--- config.mk ---
export PLATFORM = sky130hd
export DESIGN_NAME = seq_restoring_divider
export DESIGN_NICKNAME = d
export VERILOG_FILES = /design/src/rtl/seq_restoring_divider.sv
export SDC_FILE = /design/constraint.sdc
export NUM_CORES = 1
export LEC_CHECK = 0
export CAP_MARGIN = 15
export CORE_AREA = 2 2 98 100
export CTS_CLUSTER_DIAMETER = 60
export DETAILED_ROUTE_END_ITERATION = 12
export DIE_AREA = 0 0 100 102
export PLACE_DENSITY = 0.79
export SYNTH_ARGS = -nofsm -noshare
export SYNTH_HDL_FRONTEND = slang
export SYNTH_SLANG_ARGS = --single-unit
--- constraint.sdc ---
create_clock -name clk -period 2.9 [get_ports clk]
set_input_delay 0.58 -clock clk [delete_from_list [all_inputs] [get_ports clk]]
set_output_delay 0.58 -clock clk [all_outputs]
set_load 0.02 [all_outputs]
--- src/rtl/seq_restoring_divider.sv ---
// Unsigned N/N restoring divider, one quotient bit per clock.
// Start/done handshake; divide-by-zero reported alongside done.
module seq_restoring_divider #(
  parameter int N     = 16,
  parameter int CNT_W = 5
) (
  input  logic         clk,
  input  logic         rst_n,
  input  logic         start,
  input  logic [N-1:0] dividend,
  input  logic [N-1:0] divisor,
  output logic         busy,
  output logic         done,
  output logic [N-1:0] quotient,
  output logic [N-1:0] remainder,
  output logic         div_by_zero
);

  typedef enum logic [1:0] {
    IDLE,
    CALC,
    DONE
  } state_t;

  state_t         state;
  logic [CNT_W-1:0] cnt;
  logic [N:0]     rem_r;
  logic [N-1:0]   q_r;
  logic [N-1:0]   dvs_r;
  logic           dz_r;

  logic [N:0]     r_sh;
  logic [N:0]     diff;
  logic           fits;
  logic [N:0]     rem_nx;
  logic [N-1:0]   q_nx;

  // One restoring step: shift in next dividend bit, trial subtract
  always_comb begin
    r_sh   = {rem_r[N-1:0], q_r[N-1]};
    diff   = r_sh - {1'b0, dvs_r};
    fits   = ~diff[N];
    rem_nx = fits ? diff : r_sh;
    q_nx   = {q_r[N-2:0], fits};
  end

  // Control FSM with registered outputs; a zero divisor takes a
  // single pass through CALC so its done lands one edge after start
  always_ff @(posedge clk or negedge rst_n) begin
    if (!rst_n) begin
      state       <= IDLE;
      cnt         <= '0;
      rem_r       <= '0;
      q_r         <= '0;
      dvs_r       <= '0;
      dz_r        <= 1'b0;
      busy        <= 1'b0;
      done        <= 1'b0;
      quotient    <= '0;
      remainder   <= '0;
      div_by_zero <= 1'b0;
    end else begin
      done <= 1'b0;
      unique case (state)
        IDLE, DONE: begin
          if (start) begin
            q_r   <= dividend;
            dvs_r <= divisor;
            rem_r <= '0;
            busy  <= 1'b1;
            state <= CALC;
            if (divisor == '0) begin
              dz_r <= 1'b1;
              cnt  <= CNT_W'(1);
            end else begin
              dz_r        <= 1'b0;
              cnt         <= CNT_W'(N);
              div_by_zero <= 1'b0;
            end
          end else begin
            state <= IDLE;
          end
        end
        CALC: begin
          if (dz_r) begin
            quotient    <= '1;
            remainder   <= q_r;
            div_by_zero <= 1'b1;
            done        <= 1'b1;
            busy        <= 1'b0;
            cnt         <= '0;
            state       <= DONE;
          end else begin
            rem_r <= rem_nx;
            q_r   <= q_nx;
            if (cnt == CNT_W'(1)) begin
              quotient  <= q_nx;
              remainder <= rem_nx[N-1:0];
              done      <= 1'b1;
              busy      <= 1'b0;
              cnt       <= '0;
              state     <= DONE;
            end else begin
              cnt <= cnt - CNT_W'(1);
            end
          end
        end
        default: state <= IDLE;
      endcase
    end
  end

endmodule

### Word-level counts from Yosys, hierarchy flattened

Index checks and enable logic that the tools add are counted.

| storage, ports and cells | value |
|---|---|
| output and inout port bits | 35 |
| logic and storage cells | 65 |
| bits in registers | 91 |
| memories kept | 0 |
| bits in latches | 0 |
| memory bits (writable) | 0 |
| bits in read-only memories | 0 |

| cells by class | value |
|---|---|
| shift-type cells | 0 |
| add/subtract/negate cells | 2 |
| reductions and logical operators | 11 |
| div/mod/pow operators | 0 |
| $mul | 0 |
| order comparisons | 0 |
| multiplexer cells | 32 |
| bitwise logic cells | 1 |
| equality and inequality tests | 8 |

Operators with widths:

| cell | count |
|---|---|
| 16-bit two-way mux | 9 |
| 16-bit one-hot mux with 2 select lines | 2 |
| 5-bit two-way mux | 4 |
| 17-bit by 16-bit subtractor with 17-bit output | 1 |
| 16-bit logical NOT | 1 |
| 1-bit two-way mux | 11 |
| 5-bit one-hot mux with 2 select lines | 1 |
| 2-bit != test, second input constant | 4 |
| 2-bit AND reduction | 3 |
| 3-bit AND reduction | 2 |
| 5-bit by 1-bit == test with 1-bit output, second input constant | 1 |
| 5-bit by 1-bit subtractor with 5-bit output, second input constant | 1 |
| 2-bit two-way mux | 2 |
| 1-bit one-hot mux with 2 select lines | 2 |
| 2-bit one-hot mux with 2 select lines | 1 |
| 4-bit AND reduction | 1 |
| 2-bit nonzero test | 2 |
| 3-bit != test, second input constant | 1 |
| 2-bit by 1-bit == test with 1-bit output, second input constant | 1 |
| 2-bit == test, second input constant | 1 |
| 2-bit logical NOT | 1 |
| 2-bit OR reduction | 1 |
| 1-bit NOT | 1 |

### Logic depth before layout (Yosys ltp)

| logic depth | value |
|---|---|
| depth in word-level cells | 4 |
| gate-level depth with buffers | 12 |
| mapped depth without buffers | 11 |

### Worst setup path after synthesis

Ideal clock, no wire load.

| path | value |
|---|---|
| path kind | reg-to-reg |
| from | reg q_r[15] |
| to | reg remainder[5] |
| path slack | 0.304 ns |
| library setup time | 0.132 ns |
| buffers on the path | 1 |
| stages on the path, launching flop included | 13 |
| data arrival time | 2.464 ns |
| cells stage by stage | dfrtp_1 > inv_1 > ha_1 > inv_1 > fa_1 > a211o_1 > a21oi_1 > a21o_2 > o21ai_2 > xnor2_2 > buf_6 > mux2i_1 > o22ai_1 |

| on the way | value |
|---|---|
| longest elaborated chain between the ends | 4 |

Ends and longest elaborated chain:

| item | RTL line | source |
|---|---|---|
| start, declared | 28 | `logic [N-1:0] q_r;` |
| start signal, assigned | 67 | `q_r <= dividend;` |
| start signal, assigned | 95 | `q_r <= q_nx;` |
| 17-bit by 16-bit subtractor with 17-bit output | 41 | `diff = r_sh - {1'b0, dvs_r};` |
| 16-bit two-way mux | 43 | `rem_nx = fits ? diff : r_sh;` |
| 16-bit two-way mux | 96 | `if (cnt == CNT_W'(1)) begin` |
| 16-bit two-way mux | 85 | `if (dz_r) begin` |
| end signal, assigned | 87 | `remainder <= q_r;` |
| end signal, assigned | 98 | `remainder <= rem_nx[N-1:0];` |
| end, declared | 15 | `output logic [N-1:0] remainder,` |

Every way passes these cells. The select of a mux whose other input is x is not followed.
A chain may end at the register's enable or synchronous reset.

### Final worst setup path

| path | value |
|---|---|
| from | reg q_r[15] |
| to | reg remainder[9] |

Same word-level chain as after synthesis.

==> results.yml <==
status:
  status: "complete, no violations"
floorplanning:
  initial_utilization: 0.541
  fp.dieW_um: 100
  fp.dieH_um: 102
  i_o_pin_cnt: 70
  rows: 35
  die_area_mm2: 0.0102
  area_of_the_placeable_core_mm2: 0.00911
finish:
  n_antenna_cell: 0
  multiInputGateArea_mm2: 0.00247
  seqCellArea_mm2: 0.00228
  design_area_mm2: 0.00608
  drive_above_1_share: 0.101
  post_layout_net_count: 664
  fillers: 746
  area.growth.synth_to_final_pct: 23.5
drt:
  wl_um: 12300
  drt_first_pass_iters: 5
  remaining_drc_errors: 0
  vias: 4233
  post_drt_via_cell_ratio: 5.84
  routed_wire_length_per_instance_um: 17.0
  route.antenna.remaining_nets: 0
  drt_first_iter_violations: 350
timing:
  maxSlewHeadroom: 0.456
  rsz0062_at_grt: "true"
  layout_min_cycle_time_ns: 2.84
  report.final.hold_viol_count: 0
  timing.final.crit_share: 0.978
  final-setup-viol-count: 0
  finalHoldWorstSlack_ns: 0.220
  maxSlewViolCount: 0
  timing_worst_slew_pin_value_ns: 0.804
  skew_ns: 0.0175
  achievable-frequency_mhz: 353
logic_synthesis:
  synthesis.nets: 597
  syn_warnings: 0
  ys_seq_elements: 91
  post_synth_num_cell_types: 57
  synth_largest_type_area_fraction: 0.463
  synth_edf_count: 0
  syn_area_per_cell_um2: 9.07
  synth_async_sr_flop_share: 1.00
  gate_count_of_the_mapped_netlist: 543
  yosysSeqAreaShare: 0.463
  post_synth_main_area_contributors: "dfrtp_1 (46%), nand2_1 (7.8%), o21ai_0 (7.7%)"
  netlist_area_mm2: 0.00492
  synth-main-ff-cell: "dfrtp_1"
  yosysTopAreaCell: "dfrtp_1"
worst_setup_path:
  cp_data_arrival_time_ns: 3.07
  crit-reg2reg-capture: "remainder[9]"
  crit-reg2reg-launch: "q_r[15]"
  timing.critical_path.fanout_max: 6
  crit_top_cell: "inv_2"
  r2r_cells: 13
  path_cells: "inv_2 > ha_4 > inv_2 > fa_2 > a211o_1 > a21oi_2 > a21o_2 > o21ai_2 > xnor2_2 > buf_4 > clkbuf_16 > mux2i_2 > a22oi_1"
  critical-path-top-delay-family: "compound AO/OA/AOI/OAI gates"
  endpoint_kind: "flip-flop"
  worst_ep_required_time_ns: 3.13
  setup.reg_to_reg.worst_slack_ns: 0.06
  startpoint_type: "flip-flop"
  slowest_delay_ns: 0.40
  path_class: "flip-flop to flip-flop"
  cp_num_buf_inv: 4
  number_of_cells_on_the_critical_path: 13
  cp_max_delay_cell: "dfrtp_1"
place:
  dpl.hpwl_um: 8440
  post_dp_cell_area_mm2: 0.00572
  gp_congestion: 0.871
  io_buffers: 69
global_route:
  grt_pass1_vias: 3980
  grt_start_max_net_pins: 92
  grt_first_pass_wirelength_um: 19300
  grt_use_total: 0.240
  grt_antenna_before_repair: 0
  global_route.overflow_total: 0
power:
  p_leak_nw: 2.77
  ir_drop_uv: 655
  power.density_mw_per_mm2: 1490
clock_tree:
  cts_made_buffers: 9
  clk_latency_ns: 0.36
  htree_num_levels: 3
  root_buffer: "clkbuf_8"
  cts_sinks: 91
  cts_tree: "yes"
  worst_setup_hold_path_clk_slew_ns: 0.10
  clk_path_buf_depth: 2
hold_path:
  holdCritPathClass: "primary input to asynchronous set/reset pin"
run:
  drv.max_cap_violation_count: 0
==> worst reg2reg max path: stages, from the launching register on <==
cell and delay (ns):
dfrtp_1 0.40, inv_2 0.09, ha_4 0.13, inv_2 0.04, fa_2 0.35, a211o_1 0.35, a21oi_2 0.14, a21o_2 0.18
o21ai_2 0.07, xnor2_2 0.31, buf_4 0.20, clkbuf_16 0.15, mux2i_2 0.22, a22oi_1 0.09
==> cells in the mapped netlist (5+ instances only) <==
master    instances
o21ai_0          76
inv_1            24
nand2_1         102
nand2b_1          5
xnor2_1           7
nor3_1            6
a21o_1            8
nor2_1           25
clkbuf_1         23
xor2_1            6
a31oi_1           6
ha_1             18
a21oi_1          27
o22ai_1           8
nand3_1          12
dfrtp_1          91
mux2i_1          29
==> layout by cell type (no fill, tap or decap), drive strengths merged, types with 2 or more instances in the layout <==
master	netlist	final
bufinv	0	2
nand3b	2	2
clkdlybuf4s50	0	68
xnor2	8	8
buf	7	16
and2	3	3
o22ai	9	9
a211oi	2	2
a211o	4	4
o21a	3	3
nor4	3	3
a21o	9	9
nor2	25	25
a21oi	28	28
nand4	3	3
or2	2	2
nand3	12	12
nor3	7	7
mux2i	29	29
nor2b	3	3
xor2	6	6
nand2	102	102
or3	3	3
o21ai	81	81
dfrtp	91	91
a22oi	4	4
o221ai	3	3
nand2b	5	5
o211ai	2	2
a2bb2oi	2	2
clkbuf	23	11
inv	24	27
clkinv	1	2
a31oi	6	6
o2111ai	2	2
ha	18	18
==> routing by layer <==
layer,routed length [um],vias to the layer above,track usage,share of wire
li1,-,2028,-,-
met5,0,-,0,0
met2,5810,156,0.385,0.47
met4,136,0,0.0664,0.011
met1,5670,2034,0.342,0.46
met3,705,15,0.0383,0.057
==> area by class of cell <==
type | count | area share
multi-input cells | 397 | 0.406
clock buffers | 9 | 0.0204
well taps | 111 | 0.0228
inverters | 25 | 0.0154
repair buffers | 86 | 0.145
flip-flops and latches | 91 | 0.375
clock inverters | 6 | 0.0156
==> worst max path at each step <==
stage	from	endpoint	slack, ns
2_1_floorplan	q_r[15]	remainder[5]	0.30
3_3_place_gp	q_r[15]	remainder[0]	0.19
3_5_place_dp	q_r[15]	remainder[0]	0.12
4_1_cts	q_r[15]	remainder[0]	0.07
5_1_grt	q_r[15]	remainder[9]	-0.06
6_report	q_r[15]	remainder[9]	0.06
==> flip-flops by register name, indices dropped and copies added (netlist names) <==
name and count:
dvs_r 16, done 1, state 2, quotient 16
dz_r 1, remainder 16, q_r 16, div_by_zero 1
rem_r 16, busy 1, cnt 5
==> through the flow <==
stage	setup WS [ns]	TNS (ns)	std cells	total power, mW	util
floorplan	0.304	0	543	5.96	-
CTS	0.0711	0	717	8.36	0.652
global placement	0.186	0	702	7.17	0.627
finish	0.0649	0	725	9.05	0.667
detailed placement	0.124	0	702	7.37	0.627
global route	-0.0575	-0.255	725	9.67	0.667
==> cell families after synthesis <==
logic type	Yosys count	synth area share
AOI/OAI and AO/OA	160	0.194
xor gates and xnor gates	14	0.0264
adders and majority gates	19	0.0498
buffers and inverters	55	0.0473
DFF	91	0.463
muxes	30	0.0612
and+or+nand+nor	174	0.158
==> timing repair <==
item | CTS | global route
hold buffers | 0 | 0
setup buffers | 0 | 5
gates resized for setup | 0 | 13
endpoints found under the setup margin | 0 | 29
==> where the power goes <==
| group | switching, mW | internal [mW] |
|---|---|---|
| sequential | 0.463 | 1.87 |
| clock | 0.476 | 0.492 |
| combinational | 3.13 | 2.61 |
(Power assumes the default switching activity.)
